===== config.mk =====
export PLATFORM = sky130hd
export DESIGN_NAME = unified_mem_arbiter
export DESIGN_NICKNAME = d
export VERILOG_FILES = /design/src/rtl/cpu_arb_pkg.sv /design/src/rtl/arb_watchdog.sv /design/src/rtl/unified_mem_arbiter.sv
export SDC_FILE = /design/constraint.sdc
export NUM_CORES = 1
export LEC_CHECK = 0
export ABC_AREA = 1
export CORE_ASPECT_RATIO = 1.4
export CORE_MARGIN = 1
export CORE_UTILIZATION = 38
export CTS_CLUSTER_SIZE = 40
export DETAILED_ROUTE_END_ITERATION = 8
export GPL_TIMING_DRIVEN = 0
export PLACE_DENSITY = 0.83
export SLEW_MARGIN = 20
export SYNTH_ARGS = -nofsm -noshare
export SYNTH_HDL_FRONTEND = slang
export SYNTH_SLANG_ARGS = --single-unit

===== constraint.sdc =====
create_clock -name clk -period 1.51 [get_ports clk]
set_input_delay 0.2265 -clock clk [delete_from_list [all_inputs] [get_ports clk]]
set_output_delay 0.2265 -clock clk [all_outputs]
set_load 0.1 [all_outputs]

===== src/rtl/cpu_arb_pkg.sv =====
// Shared encodings and constants for the unified instruction/data memory arbiter.
// Imported by unified_mem_arbiter and arb_watchdog.
package cpu_arb_pkg;

    typedef enum logic [1:0] {
        IDLE = 2'b00,
        BUSY = 2'b01,
        RESP = 2'b10
    } arb_state_e;

    typedef enum logic {
        GNT_IF = 1'b0,
        GNT_D  = 1'b1
    } arb_gnt_e;

    localparam logic [31:0] ARB_ABORT_DATA = 32'hDEADBEEF;

    // Memory is word-addressed on the bus side; byte offset bits are dropped.
    function automatic logic [31:0] word_align(input logic [31:0] byte_addr);
        return byte_addr & 32'hFFFF_FFFC;
    endfunction

endpackage


===== src/rtl/arb_watchdog.sv =====
// BUSY-phase timeout counter: restarts on start, stops on ack or expiry.
// Only instantiated when UNIFIED_MEM_ARB_TIMEOUT_EN is defined.
module arb_watchdog
    import cpu_arb_pkg::*;
#(
    parameter int TIMEOUT = 64
) (
    input  logic clk,
    input  logic rst,
    input  logic start,
    input  logic ack,
    output logic expire
);

    localparam int CNT_W = (TIMEOUT > 1) ? $clog2(TIMEOUT) : 1;
    localparam logic [CNT_W-1:0] LAST = CNT_W'(TIMEOUT - 1);

    logic             run_r;
    logic [CNT_W-1:0] cnt_r;

    // cnt_r holds the number of completed BUSY cycles; expiry fires in the TIMEOUT-th one.
    assign expire = run_r & (cnt_r == LAST);

    // Run/count state: cleared on every new grant so each access gets a full window.
    always_ff @(posedge clk or negedge rst) begin
        if (!rst) begin
            run_r <= 1'b0;
            cnt_r <= {CNT_W{1'b0}};
        end else if (start) begin
            run_r <= 1'b1;
            cnt_r <= {CNT_W{1'b0}};
        end else if (run_r && (ack || expire)) begin
            run_r <= 1'b0;
            cnt_r <= {CNT_W{1'b0}};
        end else if (run_r) begin
            cnt_r <= cnt_r + CNT_W'(1);
        end else begin
            cnt_r <= cnt_r;
        end
    end

endmodule


===== src/rtl/unified_mem_arbiter.sv =====
// Arbitrates IF and MEM stage access to one single-port unified memory.
// Optional BUSY timeout/abort enabled by defining UNIFIED_MEM_ARB_TIMEOUT_EN.
module unified_mem_arbiter
    import cpu_arb_pkg::*;
#(
    parameter int MAX_D_GRANTS = 4,
    parameter int TIMEOUT      = 64
) (
    input  logic        clk,
    input  logic        rst,
    input  logic        if_req,
    input  logic [31:0] if_addr,
    output logic [31:0] if_inst,
    output logic        if_ready,
    output logic        if_stall,
    input  logic        d_req,
    input  logic        d_we,
    input  logic [31:0] d_addr,
    input  logic [31:0] d_wdata,
    output logic [31:0] d_rdata,
    output logic        d_ready,
    output logic        d_stall,
    output logic        mem_req,
    output logic        mem_we,
    output logic [31:0] mem_addr,
    output logic [31:0] mem_wdata,
    input  logic [31:0] mem_rdata,
    input  logic        mem_ack,
    output logic        err
);

    localparam int CNT_W = $clog2(MAX_D_GRANTS + 1);
    localparam logic [CNT_W-1:0] D_LIMIT = CNT_W'(MAX_D_GRANTS);

    arb_state_e       state_r;
    arb_gnt_e         gnt_r;
    logic [CNT_W-1:0] dcnt_r;
    logic             grant_s;
    logic             win_if_s;
    logic             expire_s;
    logic [31:0]      rsp_data_s;

    // Data has priority unless it has already taken MAX_D_GRANTS in a row past a waiting fetch.
    assign grant_s    = (state_r == IDLE) & (if_req | d_req);
    assign win_if_s   = if_req & (~d_req | (dcnt_r == D_LIMIT));
    assign rsp_data_s = mem_ack ? mem_rdata : ARB_ABORT_DATA;

    assign if_stall = if_req & ~if_ready;
    assign d_stall  = d_req & ~d_ready;

`ifdef UNIFIED_MEM_ARB_TIMEOUT_EN
    arb_watchdog #(
        .TIMEOUT (TIMEOUT)
    ) u_watchdog (
        .clk    (clk),
        .rst    (rst),
        .start  (grant_s),
        .ack    (mem_ack),
        .expire (expire_s)
    );
`else
    assign expire_s = 1'b0;
`endif

    // Arbitration FSM with all handshake and response outputs registered.
    always_ff @(posedge clk or negedge rst) begin
        if (!rst) begin
            state_r   <= IDLE;
            gnt_r     <= GNT_IF;
            dcnt_r    <= {CNT_W{1'b0}};
            mem_req   <= 1'b0;
            mem_we    <= 1'b0;
            mem_addr  <= 32'h0;
            mem_wdata <= 32'h0;
            if_inst   <= 32'h0;
            d_rdata   <= 32'h0;
            if_ready  <= 1'b0;
            d_ready   <= 1'b0;
            err       <= 1'b0;
        end else begin
            case (state_r)
                IDLE: begin
                    if_ready <= 1'b0;
                    d_ready  <= 1'b0;
                    if (grant_s) begin
                        state_r <= BUSY;
                        mem_req <= 1'b1;
                        if (win_if_s) begin
                            gnt_r     <= GNT_IF;
                            mem_addr  <= word_align(if_addr);
                            mem_we    <= 1'b0;
                            mem_wdata <= 32'h0;
                            dcnt_r    <= {CNT_W{1'b0}};
                        end else begin
                            gnt_r     <= GNT_D;
                            mem_addr  <= word_align(d_addr);
                            mem_we    <= d_we;
                            mem_wdata <= d_wdata;
                            if (if_req) begin
                                dcnt_r <= dcnt_r + CNT_W'(1);
                            end else begin
                                dcnt_r <= {CNT_W{1'b0}};
                            end
                        end
                    end else begin
                        state_r <= IDLE;
                    end
                end
                BUSY: begin
                    // A real ack always beats a same-cycle expiry.
                    if (mem_ack || expire_s) begin
                        state_r <= RESP;
                        mem_req <= 1'b0;
                        mem_we  <= 1'b0;
                        if (!mem_ack) begin
                            err <= 1'b1;
                        end
                        if (gnt_r == GNT_IF) begin
                            if_inst  <= rsp_data_s;
                            if_ready <= 1'b1;
                        end else begin
                            d_ready <= 1'b1;
                            if (!mem_we) begin
                                d_rdata <= rsp_data_s;
                            end
                        end
                    end else begin
                        state_r <= BUSY;
                    end
                end
                RESP: begin
                    state_r  <= IDLE;
                    if_ready <= 1'b0;
                    d_ready  <= 1'b0;
                end
                default: begin
                    state_r  <= IDLE;
                    mem_req  <= 1'b0;
                    mem_we   <= 1'b0;
                    if_ready <= 1'b0;
                    d_ready  <= 1'b0;
                end
            endcase
        end
    end

endmodule


==> results.py, run 1 <==
metrics = {
    "cells_and_area": {
        "multi_input_area_um2": 1969,
        "ff_latch_area_um2": 3406,
        "final_nets": 1147,
        "final_cells": 1216,
        "layout-drive-gt1-share_pct": 21.48,
        "fill_cells": 1350,
        "syn2layout_area_growth_pct": 52.08,
        "num_antenna_cells": 0,
    },
    "synthesis": {
        "synth_cell_type_count": 20,
        "syn_area_per_cell_um2": 8.154,
        "yosysWarnings": 0,
        "synth.largest_area_cell": "dfrtp_1",
        "synth_top_area_share_pct": 57.65,
        "ys_seq_area_share_pct": 57.65,
        "syn_inst": 724,
        "synth_common_cells": "nand2_1, dfrtp_1, nand3_1",
        "syn_area_um2": 5903,
        "synthArstFlopShare_pct": 100.0,
        "synth.most_common_cell": "nand2_1",
        "yosys_most_used_dff": "dfrtp_1",
        "ys_top_cells_by_area": "dfrtp_1, nand2_1, nand3_1",
        "ys_ff_latch": 136,
        "synth_edf_count": 0,
    },
    "floorplanning": {
        "rows": 53,
        "die_h_um": 149.5,
        "die-area_um2": 16040,
        "ioPinCount": 269,
        "die_w_um": 107.3,
        "core_um2": 15120,
        "start_util_pct": 39.04,
    },
    "sta": {
        "rsz0062_at_grt": "no",
        "min_period_ns": 1.471,
        "maxSlewViolCount": 0,
        "hold-worst-slack_ns": 0.2816,
        "slew_headroom_pct": 65.29,
        "setup_viol": 0,
        "worst_pin_slew_ns": 0.5242,
        "hold_viol": 0,
        "fmax_ghz": 0.6798,
        "period_share_pct": 97.41,
        "finClkSkew_ns": 0.009777,
    },
    "clock_tree": {
        "cts_buffers": 17,
        "cts_sinks": 136,
        "clkLatencyLatePin_ns": 0.41,
        "ctsRootBufferMaster": "clkbuf_16",
        "cts.path.max_buffers": 2,
        "cts.clk_slew.worst_paths_ns": 0.06,
        "cts_tree": "yes",
        "htreeDepth": 4,
    },
    "global_route": {
        "track_usage_pct": 23.02,
        "grt_pass1_wl_mm": 28.53,
        "grt_antenna_before_repair": 0,
        "top_usage_layer": "met2",
        "grt_max_degree": 93,
        "grt_pass1_vias": 5583,
        "grt_use_met1_pct": 26.54,
        "met3_usage_pct": 5.139,
        "grt_use_met2_pct": 40.58,
        "overflow": 0,
    },
    "route": {
        "avgRoutedWirePerCell_um": 14.87,
        "drt-vias-per-instance": 4.657,
        "wirelength_mm": 18.09,
        "antenna_left": 0,
        "drt-initial-drc-count": 263,
        "vias": 5663,
        "first_pass_iters": 5,
        "drc": 0,
    },
    "placed_design": {
        "port_buffers": 260,
        "gp_congestion": 0.8541,
        "dp.cells": 1179,
        "hpwl_mm": 13.19,
    },
    "worst_setup_path": {
        "worstPathMaxFanout": 3,
        "path_buf_inv": 1,
        "worst_path_max_delay_cell": "buf_2",
        "arrival_ns": 1.24,
        "cpPeakStageDelay_ns": 0.44,
        "crit_family": "buffers and inverters",
        "cp-startpoint": "d_ready",
        "r2r_start": "dcnt_r[0]",
        "worstSetupEndpointType": "primary output",
        "crit_required_ns": 1.28,
        "cp_cell_sequence": "buf_2",
        "path_class": "reg -> out",
        "worst_setup_path_start_kind": "flop",
    },
    "min_path": {
        "min_path_type": "in -> reg",
        "hp-start": "if_req",
    },
    "outcome": {
        "status": "complete, no violations",
    },
    "job": {
        "maxCapViolations": 0,
    },
}
[cell families (layout without fill, tap and decap cells)]
| group | count (synthesis) | count (layout) | synth area share [%] |
|---|---|---|---|
| other | 1 | 3 | 0.06353 |
| AO/OA/AOI/OAI | 40 | 40 | 3.455 |
| AND/OR/NAND/NOR | 397 | 397 | 28.23 |
| buffers and inverters | 147 | 445 | 10.03 |
| flip-flops | 136 | 136 | 57.65 |
| XOR/XNOR | 1 | 1 | 0.1484 |
| adder cells (fa/ha/maj) | 2 | 2 | 0.4238 |
[per-stage QoR]
step	util, %	worst slack (ns)	TNS [ns]	instance area, µm²
6_report	59.38	0.03905	0	8977
5_1_grt	59.38	0.0006530	0	8977
4_1_cts	58.90	-0.005281	-0.009815	8905
3_5_place_dp	58.23	-0.8142	-80.09	8803
3_3_place_gp	58.01	-5.713	-782.31	8771
2_1_floorplan	-	-0.1229	-0.1229	5928
[routing by layer]
layer / vias up / wire (µm)
met4: 0 / 654
met5: - / 0
met1: 2583 / 6875
met2: 227 / 9344
li1: 2808 / -
met3: 45 / 1213
[repair_timing]
action | in CTS | in global routing
hold endpoints to repair | 44 | 0
hold buffers | 1 | 0
setup endpoints to repair | 258 | 124
setup buffers | 4 | 1
pin swaps | 3 | 3
resized for setup | 695 | 36
[final timing paths]
path                       slack, ns            end  cells after the start
setup reg to reg                0.09  mem_wdata[17]                      8
setup / recovery                0.04        d_ready                      1
max in group asynchronous       0.39        d_ready                      3
hold / removal                  0.28   mem_addr[31]                      4
min in group asynchronous       0.31     d_rdata[7]                      2
hold reg to reg                 0.47     if_inst[7]                      2
[cell type report]
type	count	area share [%]
Inverter	102	4.265
Multi-Input combinational cell	443	21.94
Clock inverter	14	2.063
Timing Repair Buffer	267	22.93
Buffer	44	3.303
Clock buffer	18	4.892
Tap cell	192	2.676
Sequential cell	136	37.94
[registers in the layout, summed over array words and instances, names as in the netlist]
signal / count
gnt_r: 1
mem_we: 1
d_ready: 1
mem_addr: 30
mem_req: 1
dcnt_r: 3
state_r: 2
d_rdata: 32
if_ready: 1
mem_wdata: 32
if_inst: 32
[layout by cell type (no fill, tap or decap), drive strengths merged]
master,count
clkdlybuf4s50,126
ha,2
clkinvlp,3
nor2,4
dlymetal6s2s,1
dlygate4sd3,1
dfrtp,136
a21oi,1
nand2,264
bufinv,3
xnor2,1
inv,108
o21ai,39
nand4,1
clkinv,2
nand3,127
nor3,1
clkbuf,35
buf,166
conb,3
Power of run 1 is not shown: default switching activity piles up to over one toggle a cycle in this logic, so the estimate is an artifact.
==> inputs of run 2 (changes only) <==
Settings changed: SLEW_MARGIN 20 to 0, TNS_END_PERCENT set to 50.
==> run 2 against run 1 <==
Compared with the run above:
- non-clock buffer count increased by 3
- first-iteration DRC count decreased by 0.76%
- routed wire length increased by 0.38%
- worst hold slack got worse by 0.0091 ns
==> results.py, run 2 (synthesized netlist as in run 1, its figures left out) <==
metrics = {
    "clock_tree": {
        "htreeDepth": 4,
        "cts.clk_slew.worst_paths_ns": 0.06,
        "cts_tree": "yes",
        "cts_sinks": 136,
        "cts.path.max_buffers": 2,
        "clkLatencyLatePin_ns": 0.41,
        "ctsRootBufferMaster": "clkbuf_16",
        "cts_buffers": 17,
    },
    "cells_and_area": {
        "syn2layout_area_growth_pct": 52.44,
        "layout-drive-gt1-share_pct": 21.81,
        "fin_util_pct": 59.52,
        "final_nets": 1150,
        "largest_registers": "d_rdata: 32 flops, if_inst: 32 flops, mem_wdata: 32 flops",
        "ff_latch_area_um2": 3406,
        "num_antenna_cells": 0,
        "fill_cells": 1329,
        "final_cell_mix": "nand2_1, dfrtp_1, buf_2, nand3_1, clkdlybuf4s50_1",
        "layout_commonest_cell": "nand2_1",
        "multi_input_area_um2": 1971,
    },
    "sta": {
        "setup_viol": 0,
        "fmax_ghz": 0.6852,
        "maxSlewViolCount": 0,
        "min_period_ns": 1.460,
        "slew_headroom_pct": 65.01,
        "hold_viol": 0,
        "worst_pin_slew_ns": 0.5284,
        "finClkSkew_ns": 0.01155,
        "rsz0062_at_grt": "yes",
        "period_share_pct": 96.66,
    },
    "global_route": {
        "grt_antenna_before_repair": 0,
        "track_usage_pct": 22.94,
        "overflow": 0,
        "grt_pass1_wl_mm": 28.50,
        "grt_pass1_vias": 5618,
        "grt_max_degree": 93,
    },
    "floorplanning": {
        "start_util_pct": 39.04,
        "die-area_um2": 16040,
        "rows": 53,
        "core_um2": 15120,
        "die_h_um": 149.5,
        "ioPinCount": 269,
        "die_w_um": 107.3,
    },
    "worst_setup_path": {
        "worstPathMaxFanout": 2,
        "arrival_ns": 1.23,
        "worstSetupEndpointType": "primary output",
        "crit_family": "buffers and inverters",
        "crit_required_ns": 1.28,
        "cpPeakStageDelay_ns": 0.45,
        "path_buf_inv": 1,
        "cp_cell_sequence": "buf_2",
        "rrSetupSlack_ns": 0.06,
        "worst_path_max_delay_cell": "buf_2",
        "path_class": "reg -> out",
        "worst_setup_path_start_kind": "flop",
    },
    "min_path": {
        "min_path_type": "in -> reg",
    },
    "job": {
        "maxCapViolations": 0,
    },
    "placed_design": {
        "gp_congestion": 0.8541,
        "hpwl_mm": 13.21,
        "port_buffers": 260,
    },
    "route": {
        "vias": 5687,
        "drt-initial-drc-count": 261,
        "first_pass_iters": 4,
        "wirelength_mm": 18.16,
        "drt-vias-per-instance": 4.665,
        "drc": 0,
        "avgRoutedWirePerCell_um": 14.89,
        "antenna_left": 0,
    },
    "outcome": {
        "status": "complete, no violations",
    },
}
==> run 2: cell type report <==
cell class / instances / share of cell area (%)
Multi-Input combinational cell: 443 / 21.90
Clock buffer: 18 / 4.880
Sequential cell: 136 / 37.85
Clock inverter: 14 / 2.058
Inverter: 102 / 4.255
Timing Repair Buffer: 271 / 23.16
Buffer: 43 / 3.226
Tap cell: 192 / 2.670
==> run 2: per-layer routing <==
| layer | wire length [µm] | vias up | global-route usage [%] |
|---|---|---|---|
| li1 | - | 2812 | - |
| met1 | 7001 | 2644 | 26.38 |
| met5 | 0 | - | 0 |
| met3 | 1152 | 40 | 5.793 |
| met4 | 622 | 0 | 10.62 |
| met2 | 9380 | 191 | 39.81 |
==> run 2: timing repair <==
item                                    CTS  global route
endpoints found under the setup margin  258           128
hold buffers                              1             0
pin swaps                                 1             3
gates resized for setup                 693            43
hold endpoints to repair                 44             0
setup buffers                             2             7
==> run 2: final timing paths <==
path | from | endpoint | cells after the start
worst min register to register | if_inst[11] | if_inst[11] | 2
max in group asynchronous | rst | d_ready | 3
worst max register to register | dcnt_r[0] | mem_addr[3] | 10
min in group asynchronous | rst | d_rdata[7] | 2
worst max-delay path | if_inst[4] | if_inst[4] | 1
worst min-delay path | if_req | dcnt_r[1] | 3
==> run 2: metrics by stage <==
step	hold WS, ns	cell area, µm²	instances	setup slack [ns]	setup TNS (ns)
3_3_place_gp	0.4532	8771	1178	-5.713	-782.31
2_1_floorplan	-0.06909	5928	726	-0.1229	-0.1229
3_5_place_dp	0.1843	8800	1179	-0.8213	-80.73
6_report	0.2725	8999	1219	0.05047	0
4_1_cts	0.2585	8875	1214	-0.1169	-2.447
5_1_grt	0.2703	8999	1219	-0.04357	-0.5736
Power of run 2 is left out for the same reason.
==> inputs of run 3 (changes only) <==
Settings changed: CTS_CLUSTER_SIZE 40 to 12.
==> results of run 3 <==
The final DEF is identical to that of run 2; final timing and power are the same.
Power of run 3 is left out for the same reason.
==> patch 1 (flow settings as in run 3) <==
Build with the macro `UNIFIED_MEM_ARB_TIMEOUT_EN` defined.
--- a/src/rtl/unified_mem_arbiter.sv
+++ b/src/rtl/unified_mem_arbiter.sv
@@ -1,5 +1,7 @@
 // Arbitrates IF and MEM stage access to one single-port unified memory.
 // Optional BUSY timeout/abort enabled by defining UNIFIED_MEM_ARB_TIMEOUT_EN.
+`define UNIFIED_MEM_ARB_TIMEOUT_EN
+
 module unified_mem_arbiter
     import cpu_arb_pkg::*;
 #(
Function: no difference found for any inputs over 4 cycles, from zero or initial values and one cycle with rst low; that may be too few to reach the edited logic, so the function may still have changed.
==> patch 1 against run 3 <==
  * The flow now finishes with violations (design-rule violations, negative setup slack)
  * Synthesized cell count is 2.2% higher
  * Sequential cell count is 8 higher
  * Highest routed layer unchanged
  * Setup slack worse by 0.095 ns
  * Maximum frequency is 6.1% lower
  * Critical path depth is 8 higher
  * Wire length is 17% higher
  * Design area is 9.3% higher
  * Area after synthesis is 8.4% higher
Power is left out: the tool's default activity adds up to more than one toggle a clock period on the data nets, which glitch-free logic cannot reach.
==> patch 1: results <==
# TYPE chip_impl_metric gauge
chip_impl_metric{name="postLayoutSetupSlackWorst",unit="ns"} -0.0441
chip_impl_metric{name="worstRegToRegCells",unit=""} 9
chip_impl_metric{name="multiInputGateArea",unit="sq um"} 2620
chip_impl_metric{name="cp_data_arrival_time",unit="ns"} 1.85
chip_impl_metric{name="gpl.final_weighted_congestion",unit=""} 0.848
chip_impl_metric{name="critical_path_peak_fanout",unit=""} 10
chip_impl_metric{name="finish.net_count",unit=""} 1180
chip_impl_info{name="failed_checks",value="design-rule violations, negative setup slack"} 1
chip_impl_metric{name="inverters",unit=""} 25
chip_impl_metric{name="sequential_share_of_cell_area",unit="%"} 36.7
chip_impl_metric{name="grt.total_usage",unit="%"} 23.8
chip_impl_metric{name="grt_first_pass_wirelength",unit="um"} 32500
chip_impl_metric{name="synth_fa_ha_area_share",unit="%"} 0.587
chip_impl_info{name="critical_path.slowest_cell",value="sky130_fd_sc_hd__dfrtp_1"} 1
chip_impl_metric{name="first_global_vias",unit=""} 6459
chip_impl_metric{name="layoutNonFillerInstCount",unit=""} 1254
chip_impl_metric{name="non_clock_buffer_area_share",unit="%"} 27.5
chip_impl_info{name="run_status",value="finished, violations left"} 1
chip_impl_metric{name="synth_sequential_area_ratio",unit="%"} 56.3
chip_impl_metric{name="post_synth_xor_area_fraction",unit="%"} 0.274
chip_impl_info{name="worstReg2RegEnd",value="d_rdata[6]"} 1
chip_impl_metric{name="post-dp-hpwl",unit="um"} 14900
chip_impl_info{name="critical_path_class",value="reg -> reg"} 1
chip_impl_info{name="hold-path-endpoint",value="dcnt_r[2]"} 1
chip_impl_metric{name="drt_wl_total",unit="um"} 21200
chip_impl_metric{name="drc",unit=""} 14
chip_impl_metric{name="route.detailed.vias_per_inst",unit=""} 5.14
chip_impl_metric{name="setup_viol_count_final",unit=""} 34
chip_impl_metric{name="clock_cell_share",unit="%"} 5.63
chip_impl_metric{name="post_synth_inst_count",unit=""} 740
chip_impl_metric{name="share_of_the_final_layout_cell_area_in_multi_input_gates",unit="%"} 26.6
chip_impl_metric{name="buffers_excl_clock",unit=""} 338
## patch 1: changes by cell type after synthesis, sizes merged, moves of 8 or more
| cell | before | now |
|---|---|---|
| buf | 24 | 38 |
| dfrtp | 136 | 144 |
| a21oi | 1 | 66 |
| nor2 | 4 | 40 |
| or2 | 0 | 24 |
| o21ai | 39 | 8 |
| inv | 101 | 25 |
| nand3 | 127 | 38 |
| nand4 | 1 | 68 |
## patch 1: per-layer routing
layer  up-vias  track usage [%]  part of all wire [%]
met5         -                0                     0
met4         0             10.4                   3.1
met3        43             5.98                   6.1
met2       260             43.6                    55
met1      3090             26.0                    36
li1       3054                -                     -
## patch 1: timing repair
action	CTS	global route
pin swaps	29	20
setup endpoints to repair	264	143
setup buffers	2	11
endpoints found under the hold margin	45	0
hold buffers	1	0
resized for setup	705	95
cloned	0	8
## patch 1: critical path, delay by kind of cell, from the launching register on
kind,cells,cell delay (ns)
adders and majority gates,1,0.17
DFF,1,0.40
and+or+nand+nor,7,0.69
buffers and inverters,1,0.19
==> patch 2 (settings of run 3) <==
Made on the original files. The 3 states of `arb_state_e` get a one-hot encoding in 3 bits.
--- a/src/rtl/cpu_arb_pkg.sv
+++ b/src/rtl/cpu_arb_pkg.sv
@@ -2,10 +2,10 @@
 // Imported by unified_mem_arbiter and arb_watchdog.
 package cpu_arb_pkg;
 
-    typedef enum logic [1:0] {
-        IDLE = 2'b00,
-        BUSY = 2'b01,
-        RESP = 2'b10
+    typedef enum logic [2:0] {
+        IDLE = 3'b001,
+        BUSY = 3'b010,
+        RESP = 3'b100
     } arb_state_e;
 
     typedef enum logic {
Formal check against the unedited RTL: no difference found for any inputs over 4 cycles, from zero or initial values and one cycle with rst low; so few cycles prove little.
==> patch 2 against run 3 <==
  * The run now ends with negative setup slack left
  * Register-to-register slack lost 0.08 ns
  * Wire length down 2.5%
  * Area after synthesis decreased by 1.8%
  * Die area shrank 1.8%
  * Setup slack worse by 0.072 ns
  * Non-clock buffer count down 2
  * Sequential cell count rose by 1
  * Design area is 0.71% higher
  * First-iteration DRC count decreased by 13%
  * Global-route usage is 0.70 points lower
  * Critical path type is now reg -> reg
  * Highest routed layer unchanged
  * Count of clock-buffer cells in the layout unchanged
Power is left out: the tool's default activity adds up to more than one toggle a clock period on the data nets, which glitch-free logic cannot reach.
==> patch 2: results <==
# TYPE chip_impl_metric gauge
chip_impl_metric{name="clkSinkCount",unit=""} 137
chip_impl_metric{name="clock_cell_share",unit="%"} 6.97
chip_impl_metric{name="post-cts-setup-buffer-count",unit=""} 0
chip_impl_metric{name="finish.net_count",unit=""} 1104
chip_impl_metric{name="cp_data_arrival_time",unit="ns"} 1.83
chip_impl_metric{name="port-buffer-count",unit=""} 261
chip_impl_metric{name="fillers",unit=""} 1322
chip_impl_metric{name="synth_cell_types",unit=""} 22
chip_impl_metric{name="grt.total_usage",unit="%"} 22.2
chip_impl_metric{name="sequential_share_of_cell_area",unit="%"} 37.9
chip_impl_metric{name="multiInputGateArea",unit="sq um"} 2080
chip_impl_metric{name="router_iterations_before_antenna_repair",unit=""} 6
chip_impl_metric{name="synth_compound_area_share",unit="%"} 7.10
chip_impl_metric{name="maximum_number_of_pins_on_one_net_before_global_route_repair",unit=""} 76
chip_impl_info{name="critical_path.endpoint",value="mem_wdata[19]"} 1
chip_impl_metric{name="finalSetupTns",unit="ns"} -0.105
chip_impl_metric{name="groute.layer.met2.usage",unit="%"} 40.6
chip_impl_metric{name="post_cts.resized_instances",unit=""} 688
chip_impl_metric{name="wl_met2",unit="um"} 9380
chip_impl_metric{name="layout.comb_gates.multi_input",unit=""} 456
chip_impl_metric{name="synth_fa_ha_area_share",unit="%"} 0.432
chip_impl_metric{name="setup_viol_count_final",unit=""} 7
chip_impl_info{name="run_status",value="finished, violations left"} 1
chip_impl_metric{name="max-slew-margin-rel",unit="%"} 60.5
chip_impl_metric{name="synth_sequential_area_ratio",unit="%"} 59.2
chip_impl_metric{name="post-dp-hpwl",unit="um"} 12600
chip_impl_metric{name="post_synth_xor_area_fraction",unit="%"} 0.151
chip_impl_metric{name="grt_first_pass_wirelength",unit="um"} 27500
chip_impl_metric{name="worstRegToRegCells",unit=""} 7
chip_impl_metric{name="buffers_excl_clock",unit=""} 312
chip_impl_metric{name="postLayoutSetupSlackWorst",unit="ns"} -0.0213
chip_impl_info{name="crit-reg2reg-launch",value="state_r[0]"} 1
chip_impl_info{name="critical_path_class",value="reg -> reg"} 1
chip_impl_info{name="failed_checks",value="negative setup slack"} 1
chip_impl_metric{name="wl_per_cell",unit="um"} 15.1
chip_impl_metric{name="critical_path_peak_fanout",unit=""} 7
chip_impl_metric{name="gpl.final_weighted_congestion",unit=""} 0.774
chip_impl_metric{name="first_global_vias",unit=""} 5509
chip_impl_metric{name="inverters",unit=""} 44
-- patch 2: through the flow --
stage	setup slack, ns	hold slack [ns]	area, sq um	util (%)	instances
floorplan	-0.123	-0.0691	5820	-	677
global placement	-5.69	0.458	8670	57.9	1130
detailed placement	-0.865	0.248	8700	58.1	1131
CTS	-0.0245	0.359	8750	58.4	1163
global route	-0.0620	0.278	9060	60.5	1172
finish	-0.0213	0.264	9060	60.5	1172
-- patch 2: worst max-delay path: stages (launching register included) --
cell and delay, ns:
sky130_fd_sc_hd__dfstp_2 0.55, sky130_fd_sc_hd__nand2_2 0.07, sky130_fd_sc_hd__nor3_4 0.27, sky130_fd_sc_hd__inv_2 0.11, sky130_fd_sc_hd__buf_6 0.16, sky130_fd_sc_hd__clkbuf_16 0.15, sky130_fd_sc_hd__nand2_1 0.05, sky130_fd_sc_hd__nand2_1 0.05
